### src/rtl/arb_req_pkg.sv
// Shared types and constants for the arbiter requester front end (arb_req_gen).
package arb_req_pkg;

  typedef enum logic {
    IDLE  = 1'b0,
    BURST = 1'b1
  } state_e;

  localparam int ERR_MULTI_GNT = 0;
  localparam int ERR_IDLE_GNT  = 1;
  localparam int ERR_OVERFLOW  = 2;

  function automatic int max_pend(input int pend_w);
    return (1 << pend_w) - 1;
  endfunction

endpackage

### src/rtl/arb_pend_cnt.sv
// Per-port pending-job counter with ready/overflow detect.
// Optional starvation wait counter built when ARB_REQ_STARVE_MON_EN is defined.
module arb_pend_cnt
  import arb_req_pkg::*;
#(
  parameter int PEND_W       = 3,
  parameter int STARVE_LIMIT = 16
) (
  input  logic clk_i,
  input  logic rst_i,
  input  logic job_valid_i,
  input  logic dec_i,
  input  logic req_i,
  output logic job_ready_o,
  output logic pend_nz_o,
  output logic pend_nxt_nz_o,
  output logic overflow_o,
  output logic starve_o
);

  localparam logic [PEND_W-1:0] PEND_MAX = PEND_W'(max_pend(PEND_W));

  logic [PEND_W-1:0] pend_q;
  logic [PEND_W-1:0] pend_d;
  logic              inc;

  assign job_ready_o = !rst_i && (pend_q != PEND_MAX);
  assign inc         = job_valid_i && job_ready_o;
  assign overflow_o  = job_valid_i && !job_ready_o;

  // A job arriving on the same edge as a grant cancels out.
  always_comb begin
    pend_d = pend_q;
    if (inc && !dec_i) begin
      pend_d = pend_q + PEND_W'(1);
    end else if (!inc && dec_i) begin
      pend_d = pend_q - PEND_W'(1);
    end
  end

  always_ff @(posedge clk_i) begin
    if (rst_i) begin
      pend_q <= '0;
    end else begin
      pend_q <= pend_d;
    end
  end

  assign pend_nz_o     = (pend_q != '0);
  assign pend_nxt_nz_o = (pend_d != '0);

`ifdef ARB_REQ_STARVE_MON_EN
  localparam int                WAIT_W   = $clog2(STARVE_LIMIT + 1);
  localparam logic [WAIT_W-1:0] WAIT_MAX = WAIT_W'(STARVE_LIMIT);

  logic [WAIT_W-1:0] wait_q;

  always_ff @(posedge clk_i) begin
    if (rst_i) begin
      wait_q <= '0;
    end else if (dec_i || (pend_d == '0)) begin
      wait_q <= '0;
    end else if (req_i && (wait_q != WAIT_MAX)) begin
      wait_q <= wait_q + WAIT_W'(1);
    end
  end

  assign starve_o = (wait_q == WAIT_MAX);
`else
  logic unused_starve;
  assign unused_starve = req_i ^ (STARVE_LIMIT > 0);
  assign starve_o      = 1'b0;
`endif

endmodule

### src/rtl/arb_req_gen.sv
// Requester front end for the fixed-priority arbiter: queues jobs, requests, runs bursts.
// Starvation monitor is enabled by defining ARB_REQ_STARVE_MON_EN.
module arb_req_gen
  import arb_req_pkg::*;
#(
  parameter int NUM_PORTS    = 5,
  parameter int PEND_W       = 3,
  parameter int BURST_LEN    = 4,
  parameter int STARVE_LIMIT = 16
) (
  input  logic                         clk_i,
  input  logic                         rst_i,
  input  logic [NUM_PORTS-1:0]         job_valid_i,
  output logic [NUM_PORTS-1:0]         job_ready_o,
  output logic [NUM_PORTS-1:0]         req_o,
  input  logic [NUM_PORTS-1:0]         gnt_i,
  output logic                         busy_o,
  output logic [$clog2(NUM_PORTS)-1:0] owner_o,
  output logic                         beat_o,
  output logic                         last_o,
  output logic [2:0]                   err_o,
  output logic [NUM_PORTS-1:0]         starve_o
);

  localparam int                   OWN_W     = $clog2(NUM_PORTS);
  localparam int                   BEAT_W    = (BURST_LEN > 1) ? $clog2(BURST_LEN) : 1;
  localparam logic [BEAT_W-1:0]    LAST_BEAT = BEAT_W'(BURST_LEN - 1);
  localparam logic [NUM_PORTS-1:0] PORT_ONE  = {{(NUM_PORTS-1){1'b0}}, 1'b1};

  state_e                 state_q, state_d;
  logic [OWN_W-1:0]       owner_q, owner_d;
  logic [BEAT_W-1:0]      beat_q, beat_d;
  logic [NUM_PORTS-1:0]   req_q, req_d;
  logic [2:0]             err_q, err_d;

  logic [NUM_PORTS-1:0]   pend_nz;
  logic [NUM_PORTS-1:0]   pend_nxt_nz;
  logic [NUM_PORTS-1:0]   overflow;
  logic [NUM_PORTS-1:0]   dec;
  logic                   gnt_any;
  logic                   gnt_multi;
  logic                   accept;
  logic [OWN_W-1:0]       gnt_idx;

  assign gnt_any   = (gnt_i != '0);
  assign gnt_multi = ((gnt_i & (gnt_i - PORT_ONE)) != '0);
  assign accept    = (state_q == IDLE) && gnt_any && !gnt_multi && ((gnt_i & pend_nz) != '0);
  assign dec       = accept ? gnt_i : '0;

  always_comb begin
    gnt_idx = '0;
    for (int i = 0; i < NUM_PORTS; i++) begin
      if (gnt_i[i]) begin
        gnt_idx = OWN_W'(i);
      end
    end
  end

  for (genvar i = 0; i < NUM_PORTS; i++) begin : g_port
    arb_pend_cnt #(
      .PEND_W       (PEND_W),
      .STARVE_LIMIT (STARVE_LIMIT)
    ) u_pend (
      .clk_i         (clk_i),
      .rst_i         (rst_i),
      .job_valid_i   (job_valid_i[i]),
      .dec_i         (dec[i]),
      .req_i         (req_q[i]),
      .job_ready_o   (job_ready_o[i]),
      .pend_nz_o     (pend_nz[i]),
      .pend_nxt_nz_o (pend_nxt_nz[i]),
      .overflow_o    (overflow[i]),
      .starve_o      (starve_o[i])
    );
  end

  // req_o tracks next-cycle pending state in IDLE and is forced low for the whole burst.
  always_comb begin
    state_d = state_q;
    owner_d = owner_q;
    beat_d  = beat_q;
    req_d   = req_q;
    err_d   = err_q;
    if (overflow != '0) begin
      err_d[ERR_OVERFLOW] = 1'b1;
    end
    case (state_q)
      IDLE: begin
        req_d = pend_nxt_nz;
        if (gnt_multi) begin
          err_d[ERR_MULTI_GNT] = 1'b1;
        end else if (accept) begin
          state_d = BURST;
          owner_d = gnt_idx;
          beat_d  = '0;
          req_d   = '0;
        end else if (gnt_any) begin
          err_d[ERR_IDLE_GNT] = 1'b1;
        end
      end
      BURST: begin
        req_d = '0;
        if (beat_q == LAST_BEAT) begin
          state_d = IDLE;
          req_d   = pend_nxt_nz;
        end else begin
          beat_d = beat_q + BEAT_W'(1);
        end
      end
      default: state_d = IDLE;
    endcase
  end

  always_ff @(posedge clk_i) begin
    if (rst_i) begin
      state_q <= IDLE;
      owner_q <= '0;
      beat_q  <= '0;
      req_q   <= '0;
      err_q   <= '0;
    end else begin
      state_q <= state_d;
      owner_q <= owner_d;
      beat_q  <= beat_d;
      req_q   <= req_d;
      err_q   <= err_d;
    end
  end

  assign req_o   = req_q;
  assign owner_o = owner_q;
  assign err_o   = err_q;
  assign busy_o  = (state_q == BURST);
  assign beat_o  = (state_q == BURST);
  assign last_o  = (state_q == BURST) && (beat_q == LAST_BEAT);

endmodule
### config.mk
export PLATFORM = sky130hd
export DESIGN_NAME = arb_req_gen
export DESIGN_NICKNAME = d
export VERILOG_FILES = /design/src/rtl/arb_req_pkg.sv /design/src/rtl/arb_pend_cnt.sv /design/src/rtl/arb_req_gen.sv
export SDC_FILE = /design/constraint.sdc
export NUM_CORES = 1
export LEC_CHECK = 0
export ABC_AREA = 1
export BUFFER_PORTS_ARGS = -buffer_cell sky130_fd_sc_hd__clkbuf_2
export CAP_MARGIN = 20
export CORE_MARGIN = 1
export CORE_UTILIZATION = 50
export DETAILED_ROUTE_END_ITERATION = 8
export MAX_ROUTING_LAYER = met4
export PLACE_DENSITY = 0.75
export SLEW_MARGIN = 20
export SYNTH_ARGS = -nofsm -noshare
export SYNTH_HDL_FRONTEND = slang
export SYNTH_SLANG_ARGS = --single-unit
### constraint.sdc
create_clock -name clk_i -period 1.93 [get_ports clk_i]
set_input_delay 0.193 -clock clk_i [delete_from_list [all_inputs] [get_ports clk_i]]
set_output_delay 0.193 -clock clk_i [all_outputs]
set_load 0.02 [all_outputs]
==> key figures <==
Yosys
  • Synth Area in Simple Gates: 30.4%
  • Synth Area in Compound Gates: 10.2%
  • Post-synthesis instance total: 285
  • Sequential share of the synthesized area: 29.6%
  • Seq cells post-synth: 29
  • Cell area after synthesis: 1960 sq um
  • Synth Area in XOR/XNOR: 0.447%
  • Mux cell area share after synthesis: 0%
  • Post-Synth Adder-Cell Area: 13.4%
  • Syn_area_per_cell: 6.87 sq um
  • Synth Warn #: 0
  • Main combinational cell family by area after synthesis: simple AND/OR/NAND/NOR gates
  • Synth unique cells: 25

GRT
  • Largest net degree at the start of global routing: 14
  • Vias in the first global route: 1534
  • First-pass GRT wire length: 6750 um
  • Initial antenna violation count: 0
  • Total GRT Usage: 22.0%
  • Global route overflow: 0

Setup path
  • R2R Setup Slk: 0.01 ns
  • Setup CP Type: reg2reg
  • CP Max Fanout: 4
  • CP cell instances: buf_4 > buf_4 > ha_1 > ha_1 > nor2_1 > nand2_1 > inv_1 > nand2_4 > nand2_1 > nand2_1 > nand2_1 > nor2_2 > a21oi_1
  • Max incr delay on CP: 0.33 ns
  • FF-to-FF End: req_o[4]
  • Critical Path RT: 2.13 ns
  • Levels on crit path: 13
  • Worst Path Buf+Inv: 3
  • Worst path arrival time: 2.11 ns
  • RR Startpoint: g_port[4].u_pend.pend_q[0]
  • Crit-path leading delay family: simple AND/OR/NAND/NOR gates
  • Crit path launch type: flop
  • Slowest CP cell: dfxtp_2
  • CP most frequent cell: nand2_1
  • R2R cell count: 13
  • Critical Path End Type: flop
  • CP Launch Point: g_port[4].u_pend.pend_q[0]

Clocking
  • CTS Buffer Depth: 2
  • CTS tree: done
  • Clock sink count: 29
  • Clock root buffer: clkbuf_8
  • CTS clk-pin slew, worst paths: 0.06 ns
  • Clk_lat worst skew: 0.28 ns
  • CTS HTree Levels: 2
  • Hold Buf Count CTS: 0
  • Clock buffers created by TritonCTS: 5

Pwr
  • Peak supply drop: 0.496 mV
  • Sw Ratio: 38.5%
  • Combinational power share: 46.3%
  • Lkg Pwr: 1.31 nW
  • Internal: 1.44 mW
  • Pwr dens: 928 nW/um^2
  • Clock network fraction of design power: 21.5%
  • Seq pwr share: 32.2%
  • Net Switching: 0.901 mW

Die
  • Row count: 22
  • CORE AREA: 3720 sq um
  • Die W: 64.6 um
  • IO Pins: 36
  • Die Span Y: 64.6 um
  • Die area: 4170 sq um
  • Initial Util: 52.7%

Finish
  • # fillers: 315
  • Reg area: 589 sq um
  • Ant diodes: 0
  • P&R area growth vs syn: 28.6%
  • Commonest non-fill, non-tap cell in the layout: nand2_1
  • Final Cell Area: 2520 sq um
  • Fin nets: 359
  • Most frequent cells in the layout: nand2_1 (56), inv_1 (35), clkbuf_2 (30), nor2_1 (24), dfxtp_1 (22)
  • Final core occ: 67.8%
  • Area of the multi-input gates: 1310 sq um
  • Layout cells sized above 1: 35.9%

Timing
  • # setup viols final: 0
  • Fmax: 522 MHz
  • Clock Skew: 0.00620 ns
  • Tcrit/Tclk final: 99.2%
  • Fin crit period: 1.92 ns
  • RSZ-0062 raised after global routing: yes
  • Setup TNS: 0 ns
  • Fin. Hold Viols: 0
  • Fin. max-slew vios: 0

Routing
  • Antenna Violating Nets Remaining: 0
  • # DRC: 0
  • WL/cell: 11.7 um
  • 1st-pass router iterations: 4
  • Vias per cell: 4.90
  • Vias: 1833
  • DRT iter0 DRCs: 89
  • Final WL: 4390 um

Flow run
  • # Max-Cap Violations: 0

Hold path
  • Hold Path Class: in2reg
  • HP Start: job_valid_i[4]
  • Hold Path Cell Cnt: 3
  • Hold Path End: err_o[2]

Placement
  • DP Area: 2170 sq um
  • Gpl congestion: 0.835
  • Port bufs: 30
  • DP HPWL: 3080 um

Outcome
  • Status: finished, final reports clean
[layout make-up]
cell class	count	area share, %
clock buffers	7	3.43
repair buffers	51	12.5
multi-input cells	197	52.0
well taps	48	2.38
flip-flops and latches	29	23.4
inverters	42	6.26
[metrics by stage]
stage	total power, mW	worst slack [ns]	hold WS [ns]	cells
3_5_place_dp	1.60	-0.0805	0.454	364
2_1_floorplan	1.40	0.0894	0.355	289
3_3_place_gp	1.59	-0.0514	0.450	364
5_1_grt	2.51	-0.0956	0.250	374
4_1_cts	2.17	-0.00429	0.214	374
6_report	2.34	0.0146	0.248	374
[state kept, by name, indices dropped and copies added, names as in the netlist]
signal / flops
beat_o: 1
owner_o: 3
beat_q: 2
err_o: 3
req_o: 5
g_port.u_pend.pend_q: 15
[how the worst max path moves through the flow]
stage / end / slack [ns]
final: req_o[4] / 0.01
after global routing: req_o[2] / -0.1
after CTS: req_o[4] / -0.004
after detailed placement: req_o[4] / -0.08
after global placement: req_o[4] / -0.05
after floorplan: req_o[0] / 0.09
[cell families after synthesis]
| logic type | count (synthesis) |
|---|---|
| AND/OR/NAND/NOR | 132 |
| AO/OA/AOI/OAI | 38 |
| buffers and inverters | 63 |
| other | 1 |
| adder cells (fa/ha/maj) | 21 |
| flip-flops | 29 |
| XOR/XNOR | 1 |
[power by group through the flow]
stage / registers [mW] / clock network [mW] / logic, mW
4_1_cts: 0.744 / 0.512 / 0.912
5_1_grt: 0.766 / 0.541 / 1.20
3_3_place_gp: 0.756 / 0 / 0.834
2_1_floorplan: 0.773 / 0 / 0.623
3_5_place_dp: 0.756 / 0 / 0.840
6_report: 0.753 / 0.502 / 1.08
[routing by layer]
layer	GRT usage, %	up-vias	part of all wire, %
li1	-	966	-
met1	26.4	808	46
met2	34.2	50	47
met3	6.51	9	5.5
met4	9.17	0	1.4
met5	-	-	0
[timing repair]
item,in CTS,in global routing
endpoints found under the setup margin,5,20
gates resized for setup,14,49
buffers inserted,3,0
pin swaps,8,25
cloned,0,0
[worst min-delay path: stages]
cell and delay (ns):
clkbuf_2 0.09, o21ai_0 0.12, a21oi_1 0.08
[cell usage after synthesis]
cell type | number | share of area, %
nand3_2 | 1 | 0.51
nor3_1 | 1 | 0.26
buf_6 | 1 | 0.58
nand3_1 | 20 | 5.1
inv_1 | 41 | 7.9
o21ai_1 | 5 | 1.3
o211a_1 | 1 | 0.51
nor2_4 | 1 | 0.58
ha_1 | 21 | 13
dfxtp_1 | 29 | 30
nor2_1 | 30 | 5.8
nand2_1 | 65 | 12
o21ai_0 | 10 | 2.6
o211ai_1 | 1 | 0.38
clkbuf_1 | 3 | 0.58
nand4_2 | 4 | 2.6
nand4_1 | 1 | 0.32
inv_2 | 1 | 0.19
a31oi_1 | 1 | 0.32
xnor2_1 | 1 | 0.45
a21oi_1 | 20 | 5.1
buf_4 | 17 | 6.5
nand2_2 | 5 | 1.6
conb_1 | 1 | 0.19
nor2_2 | 4 | 1.3
Power figures use the tool's default switching activity.
